File: config.mk
export PLATFORM = sky130hd
export DESIGN_NAME = stream_arb2
export DESIGN_NICKNAME = d
export VERILOG_FILES = /design/src/rtl/stream_arb2.sv
export SDC_FILE = /design/constraint.sdc
export NUM_CORES = 1
export LEC_CHECK = 0
export BUFFER_PORTS_ARGS = -buffer_cell sky130_fd_sc_hd__buf_4
export CAP_MARGIN = 20
export CORE_MARGIN = 3
export CORE_UTILIZATION = 43
export CTS_CLUSTER_DIAMETER = 50
export CTS_CLUSTER_SIZE = 14
export DETAILED_ROUTE_END_ITERATION = 6
export HOLD_SLACK_MARGIN = 0.1
export PLACE_DENSITY = 0.82
export SETUP_SLACK_MARGIN = 0.02
export SLEW_MARGIN = 20
export SYNTH_ARGS = -nofsm -noshare
export SYNTH_HDL_FRONTEND = slang
export SYNTH_SLANG_ARGS = --single-unit
File: constraint.sdc
create_clock -name clk -period 1.58 [get_ports clk]
set_input_delay 0.474 -clock clk [delete_from_list [all_inputs] [get_ports clk]]
set_output_delay 0.474 -clock clk [all_outputs]
set_load 0.03 [all_outputs]
File: src/rtl/stream_arb2.sv
// Two-requester stream arbiter with a single registered output stage.
// Round-robin between requesters using a priority bit; grant is combinational,
// so arbitration adds no bubble.
// Optional feature: define STREAM_ARB2_PKT_LOCK_EN to hold the grant on one
// requester from its first beat until its last beat (packet lock). With the
// macro undefined every accepted beat completes an arbitration and in*_last
// is only passed through.

module stream_arb2 #(
  parameter int unsigned WIDTH = 32
) (
  input  logic             clk,
  input  logic             rst_n,
  input  logic             in0_valid,
  output logic             in0_ready,
  input  logic [WIDTH-1:0] in0_data,
  input  logic             in0_last,
  input  logic             in1_valid,
  output logic             in1_ready,
  input  logic [WIDTH-1:0] in1_data,
  input  logic             in1_last,
  output logic             out_valid,
  input  logic             out_ready,
  output logic [WIDTH-1:0] out_data,
  output logic             out_last,
  output logic             out_src
);

  typedef enum logic [1:0] {StIdle, StLock0, StLock1} state_e;

  state_e           state_q;
  logic             prio_q;

  logic             gnt_any;
  logic             gnt_sel;
  logic             out_free;
  logic             acc_any;
  logic [WIDTH-1:0] win_data;
  logic             win_last;

  // Grant selection from lock state, priority bit and the request valids.
  always_comb begin
    gnt_any = 1'b0;
    gnt_sel = 1'b0;
    case (state_q)
      StLock0: begin
        gnt_any = 1'b1;
        gnt_sel = 1'b0;
      end
      StLock1: begin
        gnt_any = 1'b1;
        gnt_sel = 1'b1;
      end
      default: begin
        if (in0_valid && in1_valid) begin
          gnt_any = 1'b1;
          gnt_sel = prio_q;
        end else if (in1_valid) begin
          gnt_any = 1'b1;
          gnt_sel = 1'b1;
        end else if (in0_valid) begin
          gnt_any = 1'b1;
          gnt_sel = 1'b0;
        end
      end
    endcase
  end

  // Handshake: the output register can take a beat when empty or draining.
  // Readies are gated by rst_n so they are low throughout reset.
  always_comb begin
    out_free  = !out_valid || out_ready;
    in0_ready = rst_n && out_free && gnt_any && !gnt_sel;
    in1_ready = rst_n && out_free && gnt_any && gnt_sel;
    acc_any   = (in0_ready && in0_valid) || (in1_ready && in1_valid);
    win_data  = gnt_sel ? in1_data : in0_data;
    win_last  = gnt_sel ? in1_last : in0_last;
  end

  // Arbitration state, priority bit and the output register stage.
  always_ff @(posedge clk or negedge rst_n) begin
    if (!rst_n) begin
      state_q   <= StIdle;
      prio_q    <= 1'b0;
      out_valid <= 1'b0;
      out_data  <= '0;
      out_last  <= 1'b0;
      out_src   <= 1'b0;
    end else begin
      if (out_free) begin
        out_valid <= acc_any;
        if (acc_any) begin
          out_data <= win_data;
          out_last <= win_last;
          out_src  <= gnt_sel;
        end
      end
      if (acc_any) begin
`ifdef STREAM_ARB2_PKT_LOCK_EN
        // Only a last beat ends the arbitration; earlier beats lock the winner.
        if (win_last) begin
          state_q <= StIdle;
          prio_q  <= ~gnt_sel;
        end else begin
          state_q <= gnt_sel ? StLock1 : StLock0;
        end
`else
        prio_q <= ~gnt_sel;
`endif
      end
    end
  end

endmodule
==> out/results.txt, run 1 <==
The share of flip-flops with an asynchronous set or reset came out at 100.0%. The initial utilization of the core area, before any placement, comes to 47.05%. The finished cells cover 2889 µm². The initial antenna violation count came out at 0. The tools report the number of warnings printed during yosys synthesis as 2. In this run the power density over the cells is 1142 nW/µm². The initialized floorplan defines 22 standard-cell rows.

The number of instances in the synthesized netlist is 166. Counting distinct cell types in the post-synthesis netlist gives 16. The worst-case clock buffer depth came out at 2. Summed over its instances, the top area cell type makes up 49.69% of the synthesized netlist area. The logs give 37.3% for the proportion of power drawn by flip-flops and latches and 328 for the count of placed standard cells in the final layout, fillers left out.

The number of nets in the layout came out at 350. The tree is rooted in a sky130_fd_sc_hd__clkbuf_8. The die height was 70.93 µm.

In this run the cell area of the synthesized design comes to 1813 µm². For this run, the share of the core covered by cells in the final layout is 74.97%. Of all nets on the critical path, the largest fanout is 3.

Measured in cells, the most critical reg-to-reg path has a length of 5. Area of the placeable core: 3854 µm². The worst hold path class was primary input to asynchronous set/reset pin. The overall track demand over capacity in global routing was 22.13%.

The internal power component was 2106 µW; the first-pass iteration count of the detailed router was 4. Port buffering added 107 buffers. For the final antenna diode count, the log shows 0. Counting the buffers created by CTS gives 5. The run gives 0 as the final routed DRC violation total. The first global-routing pass estimated 8756 µm of wire.

The logs give 318 for the placed cell count and 108 for the number of placed I/O pins. After legalization and detailed placement, the total HPWL measured 3969 µm. STA puts the critical path data arrival time at 1.12 ns. The proportion of power drawn by combinational gates was 42.6%; the number of H-tree levels was 2. The worst setup margin came out at -0.01658 ns. Switching part of the total: 36.15%. TritonCTS built the clock tree.

The total overflow left after global routing is 0. The run finished, with violations left. The tools report the routed wire length as 5399 µm. When the netlist entered floorplanning its net count stood at 237.

After detailed placement, the total cell area comes to 2748 µm². The sequential element share of the synthesized area is 49.69%. Measured against its own limit, the worst slew margin works out to 76.58%. The tools report the maximum vdd drop as 0.5337 mV. The run gives 0 as the number of hold-slack violations in the final timing report. The commonest cells after synthesis are 36 x sky130_fd_sc_hd__dfrtp_1, 36 x sky130_fd_sc_hd__inv_1, 33 x sky130_fd_sc_hd__o31ai_1.

The routed design could run at a clock period as short as 1.597 ns. The critical path endpoint category was a primary output. The share of final-layout standard cells stronger than drive strength 1 is 51.79%, and the clock-pin slew on the worst setup and hold paths is 0.07 ns.

After synthesis, the cell types taking the most area are sky130_fd_sc_hd__dfrtp_1 50%, sky130_fd_sc_hd__o221a_1 18%, sky130_fd_sc_hd__o31ai_1 14%, sky130_fd_sc_hd__inv_1 7.5%, sky130_fd_sc_hd__buf_2 3.6%. Each instance of the synthesized netlist takes up on average 10.92 µm². From left edge to right edge, the die measures 70.93 µm. Setup repair after global routing could not meet its margin everywhere.

The number of enable flip-flop cells after synthesis was 0. The via count normalized by instance count was 5.399. In this run the critical register-to-register path is captured at out_data[7]. The max-cap violation count came out at 0. The library cell occupying the most area in the post-synthesis netlist is sky130_fd_sc_hd__dfrtp_1. The kind of critical path is register to primary output. The number of hold buffers added after CTS was 0. Prevailing post-synth register cell: sky130_fd_sc_hd__dfrtp_1. In the final routed layout, each cell accounts on average for 16.46 µm.

Post-route fraction of the period consumed by the critical path: 101.0%. The congestion estimate from routability-driven global placement came to 0.7267. The via count came out at 1771. The relative area change from synthesis to final layout came out at 59.35%.

The tools report the leakage power figure as 0.001471 µW. The worst setup path is launched from a register. The maximum frequency from static timing analysis came out at 626.3 MHz.

The later pin in the worst-skew pair is clocked with a latency of 0.28 ns. For the number of slew-limit violations in the final report, the log shows 0. The number of global-route vias before repair was 1812.

For the worst setup path, the data required time is 1.11 ns. For this block, the initial DRC count from the detailed router was 101. For the worst-case clock skew, the log shows 0.002135 ns. The tools report the worst reg2reg path startpoint as out_valid. Counting every sink on the clock net gives 36. The worst slack at placement is -0.01194 ns, and the remaining antenna violation count after routing is 0.

The tools report the final setup violation count as 2. The run gives 5031 µm² as the full die area. The run gives 1193 µW as the switching power. The maximum number of pins on one net before global-route repair is 35, and the worst-case register-to-register setup slack is 0.12 ns. After synthesis the netlist holds a flip-flop and latch count of 36. At the pin with the least slew margin, the transition time is 0.3514 ns. The share of total power dissipated in the clock network is 20.0%.

The final reports fail on setup timing. The final-layout fill cell count is 290.
-- routing by layer --
metal	vias up	wire, µm	track usage, %
met4	0	114	8.977
met2	83	2612	36.97
met5	-	0	0
met1	821	2206	27.54
met3	10	466	5.256
li1	857	-	-
-- worst max path at each step --
stage / startpoint / endpoint / slack (ns) / depth (start not counted)
after floorplan: out_ready / in0_ready / 0.06 / 4
after global placement: out_ready / in0_ready / 0.03 / 5
after detailed placement: out_ready / out_data[11] / -0.01 / 5
after CTS: prio_q / in1_ready / -0.009 / 4
after global routing: prio_q / in0_ready / -0.07 / 4
final: prio_q / in1_ready / -0.02 / 4
-- state kept, by name, summed over array words and instances, names as in the netlist --
signal     cells
out_valid      1
out_src        1
prio_q         1
out_last       1
out_data      32
-- timing repair --
action	in CTS	in global routing
resized for setup	5	2
buffers inserted	2	0
pin swaps	2	0
endpoints found under the setup margin	2	3
-- area by class of cell --
cell class / count / area [µm²] / area share (%)
inverter: 37 / 141.4 / 4.894
tap: 48 / 60.06 / 2.079
multi-input combinational: 77 / 747.0 / 25.86
timing repair buffer: 122 / 948.4 / 32.83
clock buffer: 8 / 90.09 / 3.118
sequential: 36 / 902.1 / 31.23
-- worst max-delay path: stages, from the launching register on --
cell and delay, ns:
sky130_fd_sc_hd__dfrtp_1 0.39, sky130_fd_sc_hd__nand2b_4 0.15, sky130_fd_sc_hd__nand4_4 0.10, sky130_fd_sc_hd__inv_2 0.07, sky130_fd_sc_hd__buf_6 0.12
-- cells by family after synthesis --
group	synth area share, %
simple gates	3.174
buf+inv	11.87
compound gates	35.27
flops	49.69
-- power groups by stage --
stage / sequential, µW / clock [µW] / combinational (µW)
after detailed placement: 1240 / 0 / 1390
after global routing: 1260 / 715 / 1500
after CTS: 1230 / 679 / 1410
after global placement: 1230 / 0 / 1360
final: 1230 / 661 / 1410
after floorplan: 1610 / 0 / 427
-- metrics by stage --
stage	TNS [ns]	hold slack [ns]	total power, µW
2_1_floorplan	0	0.1784	2033
3_3_place_gp	0	0.4793	2592
3_5_place_dp	-0.02347	0.4807	2630
4_1_cts	-0.01858	0.1831	3319
5_1_grt	-0.1294	0.1869	3474
6_report	-0.02721	0.1928	3299
-- layout by cell type, fill, tap and decap left out, drive strengths merged --
cell type / count
buf: 122
inv: 37
dfrtp: 36
o31ai: 33
o221a: 33
clkbuf: 8
nand2b: 2
nand4: 2
o21ai: 2
nand2: 1
nor2b: 1
nor2: 1
and3: 1
o32a: 1
Note: power is estimated with default switching activity, not from simulation.
==> run 2: changes to the inputs <==
--- a/config.mk
+++ b/config.mk
@@ -15,6 +15,7 @@
 export HOLD_SLACK_MARGIN = 0.1
 export PLACE_DENSITY = 0.82
 export SETUP_SLACK_MARGIN = 0.02
+export SKIP_LAST_GASP = 1
 export SLEW_MARGIN = 20
 export SYNTH_ARGS = -nofsm -noshare
 export SYNTH_HDL_FRONTEND = slang
==> out/results.txt, run 2 (synthesized netlist as in run 1, its figures left out) <==
Worst-case clock skew: 0.001503 ns (was 0.002135 ns). Relative area change from synthesis to final layout: 59.08% (was 59.35%). The max-cap violation count was 0 (unchanged); the number of buffers added to fix hold violations after cts was 0 (unchanged).

The logs give 5031 µm² (unchanged) for the full die area and 2 (unchanged) for the number of H-tree levels. The critical path endpoint category is a primary output (unchanged). The sink count of the clock tree was 36 (unchanged). The tools report the first-pass iteration count of the detailed router as 4 (unchanged). The leakage power figure is 0.001471 µW (about the same).

The power density normalized to cell area is 1143 nW/µm² (was 1142 nW/µm²), and the remaining antenna violation count after routing is 0 (unchanged). The timing startpoint of the critical path was prio_q (unchanged). The tools report the worst-case clock buffer depth as 2 (unchanged).

For the maximum vdd drop, the log shows 0.5342 mV (was 0.5337 mV). The logs give 0 (unchanged) for the final routed DRC violation total and 328 (unchanged) for the count of placed standard cells in the final layout, fillers left out. The kind of critical path is register to primary output (unchanged). The number of flip-flops in the largest register was 32 (unchanged). Register ranked first by flip-flop count: out_data (unchanged).

The global-route layer with the greatest usage is met2 (unchanged). The area of the placeable core is 3854 µm² (unchanged). Number of buffers added on ports: 107 (unchanged). Top library cells by usage in the layout, fill and taps aside: 118 x sky130_fd_sc_hd__buf_4, 35 x sky130_fd_sc_hd__dfrtp_1, 34 x sky130_fd_sc_hd__inv_1, 32 x sky130_fd_sc_hd__o31ai_1, 29 x sky130_fd_sc_hd__o221a_1 (was 118 x sky130_fd_sc_hd__buf_4, 35 x sky130_fd_sc_hd__dfrtp_1, 34 x sky130_fd_sc_hd__inv_1, 31 x sky130_fd_sc_hd__o31ai_1, 29 x sky130_fd_sc_hd__o221a_1). The number of placed I/O pins was 108 (unchanged). The biggest fanout along the worst timing path is 3 (unchanged), and the post-detailed-placement cell area is 2748 µm² (unchanged). The tools report the required time of the critical path as 1.11 ns (about the same). Violated checks: setup timing (unchanged). The worst reg2reg path startpoint is out_valid (unchanged). The worst reg2reg path endpoint is out_data[0] (was out_data[7]).

The placed cell count was 318 (unchanged); the met3 track utilization from global routing was 5.256% (unchanged). The end point of the critical path is in1_ready (unchanged). For the starting utilization of the core area, the log shows 47.05% (unchanged). Setup repair after global routing could not meet its margin everywhere. The count of routing violations after the opening detailed-route iteration was 101 (unchanged); the die boundary width was 70.93 µm (unchanged). The clock-pin slew on the worst setup and hold paths works out to 0.07 ns (about the same). The number of hold-slack violations in the final timing report was 0 (unchanged); the met1 track demand over resource in global routing was 27.54% (unchanged). First-pass GRT wire length: 8756 µm (unchanged). The flow ran to the end, but the final reports show violations.

The maximum frequency from static timing analysis is 626.4 MHz (was 626.3 MHz). The logs give 0.28 ns (about the same) for the insertion delay to the later sink of the worst-skew pair and 22.13% (unchanged) for the overall track demand over capacity in global routing. The die height came out at 70.93 µm (unchanged). The finished layout cell area was 2884 µm² (was 2889 µm²); the post-route fraction of the period consumed by the critical path was 101.0% (about the same). The final weighted congestion in routability-driven placement is 0.7267 (unchanged).

Final core utilization: 74.84% (was 74.97%). The aggregate global routing overflow came out at 0 (unchanged). The path depth of the worst reg2reg path is 5 (unchanged). The cell row count is 22 (unchanged).

The routed wire length is 5393 µm (was 5399 µm), and the share of final-layout standard cells stronger than drive strength 1 is 51.43% (was 51.79%). The run gives 35 (unchanged) as the maximum number of pins on one net before global-route repair. The startpoint kind of the worst setup timing path is a register (unchanged). Most common cell after layout, fill and taps aside: sky130_fd_sc_hd__buf_4 (unchanged).

TritonCTS built the clock tree. The actual transition at the worst max-transition pin was 0.3501 ns (was 0.3514 ns). Via count: 1771 (unchanged).

The CTS root buffer was sky130_fd_sc_hd__clkbuf_8 (unchanged). The worst hold path class is primary input to asynchronous set/reset pin (unchanged). For the worst path arrival time, the log shows 1.12 ns (about the same). Worst setup margin: -0.01653 ns (was -0.01658 ns). The tools report the CTS buffer count as 5 (unchanged). The relative slew slack is 76.66% (was 76.58%), and the clock period minus final worst setup slack is 1.597 ns (about the same). The initial antenna violation count was 0 (unchanged); the number of nets in the layout was 350 (unchanged). The tools report the number of slew-limit violations in the final report as 0 (unchanged). The number of global-route vias before repair was 1812 (unchanged); the met2 layer usage reported by global route was 36.97% (unchanged). The final worst hold slack is 0.1924 ns (was 0.1928 ns).

Routed length per instance: 16.44 µm (was 16.46 µm). Final setup violation count: 2 (unchanged). The tools report the half-perimeter wire length of the detailed placement result as 3969 µm (unchanged). The via count normalized by instance count works out to 5.399 (unchanged).

The worst-case register-to-register setup slack is 0.11 ns (was 0.12 ns), and the final antenna diode count is 0 (unchanged).
run 2: cell types whose count changed in the layout (fill, tap and decap cells not counted):
cell / previous run / this run
sky130_fd_sc_hd__o31ai_1: 31 / 32
sky130_fd_sc_hd__o31ai_2: 2 / 1
run 2: layout make-up:
type,count,area [µm²]
inverter,37,141.4
timing repair buffer,122,948.4
tap,48,60.06
fill,291,969.7
multi-input combinational,77,742.0
clock buffer,8,90.09
sequential,36,902.1
run 2: worst min path at each step:
stage / depth (start not counted) / slack (ns) / endpoint / start
floorplan: 0 / 0.18 / out_data[0] / rst_n
global placement: 2 / 0.48 / out_src / rst_n
detailed placement: 2 / 0.48 / out_src / rst_n
CTS: 2 / 0.18 / out_data[31] / rst_n
global route: 2 / 0.19 / out_data[14] / rst_n
finish: 2 / 0.19 / out_src / rst_n
run 2: report_power, final:
group          switching, µW  total (µW)  internal (µW)
clock                    307         662            355
combinational            769        1400            635
sequential               116        1230           1110
total                   1190        3300           2100
run 2: critical path, stage by stage (launching register included):
cell                       delay, ns
sky130_fd_sc_hd__dfrtp_1        0.39
sky130_fd_sc_hd__nand2b_4       0.15
sky130_fd_sc_hd__nand4_4        0.10
sky130_fd_sc_hd__inv_2          0.07
sky130_fd_sc_hd__buf_6          0.12
run 2: per-layer routing:
metal / routed length [µm] / vias to the layer above
met1: 2198 / 826
li1: - / 855
met4: 114 / 0
met3: 469 / 10
met2: 2610 / 80
met5: 0 / -
run 2: metrics by stage:
step | TNS, ns | setup slack [ns] | total power [µW]
final | -0.02715 | -0.01653 | 3297
after global routing | -0.1294 | -0.07460 | 3471
after CTS | -0.01858 | -0.009468 | 3319
after detailed placement | -0.02347 | -0.01194 | 2630
after global placement | 0 | 0.03476 | 2592
after floorplan | 0 | 0.05846 | 2033
run 2: what timing repair did:
action                                  CTS  global route
resized for setup                         5             1
endpoints found under the setup margin    2             3
pin swaps                                 2             0
buffers inserted                          2             0
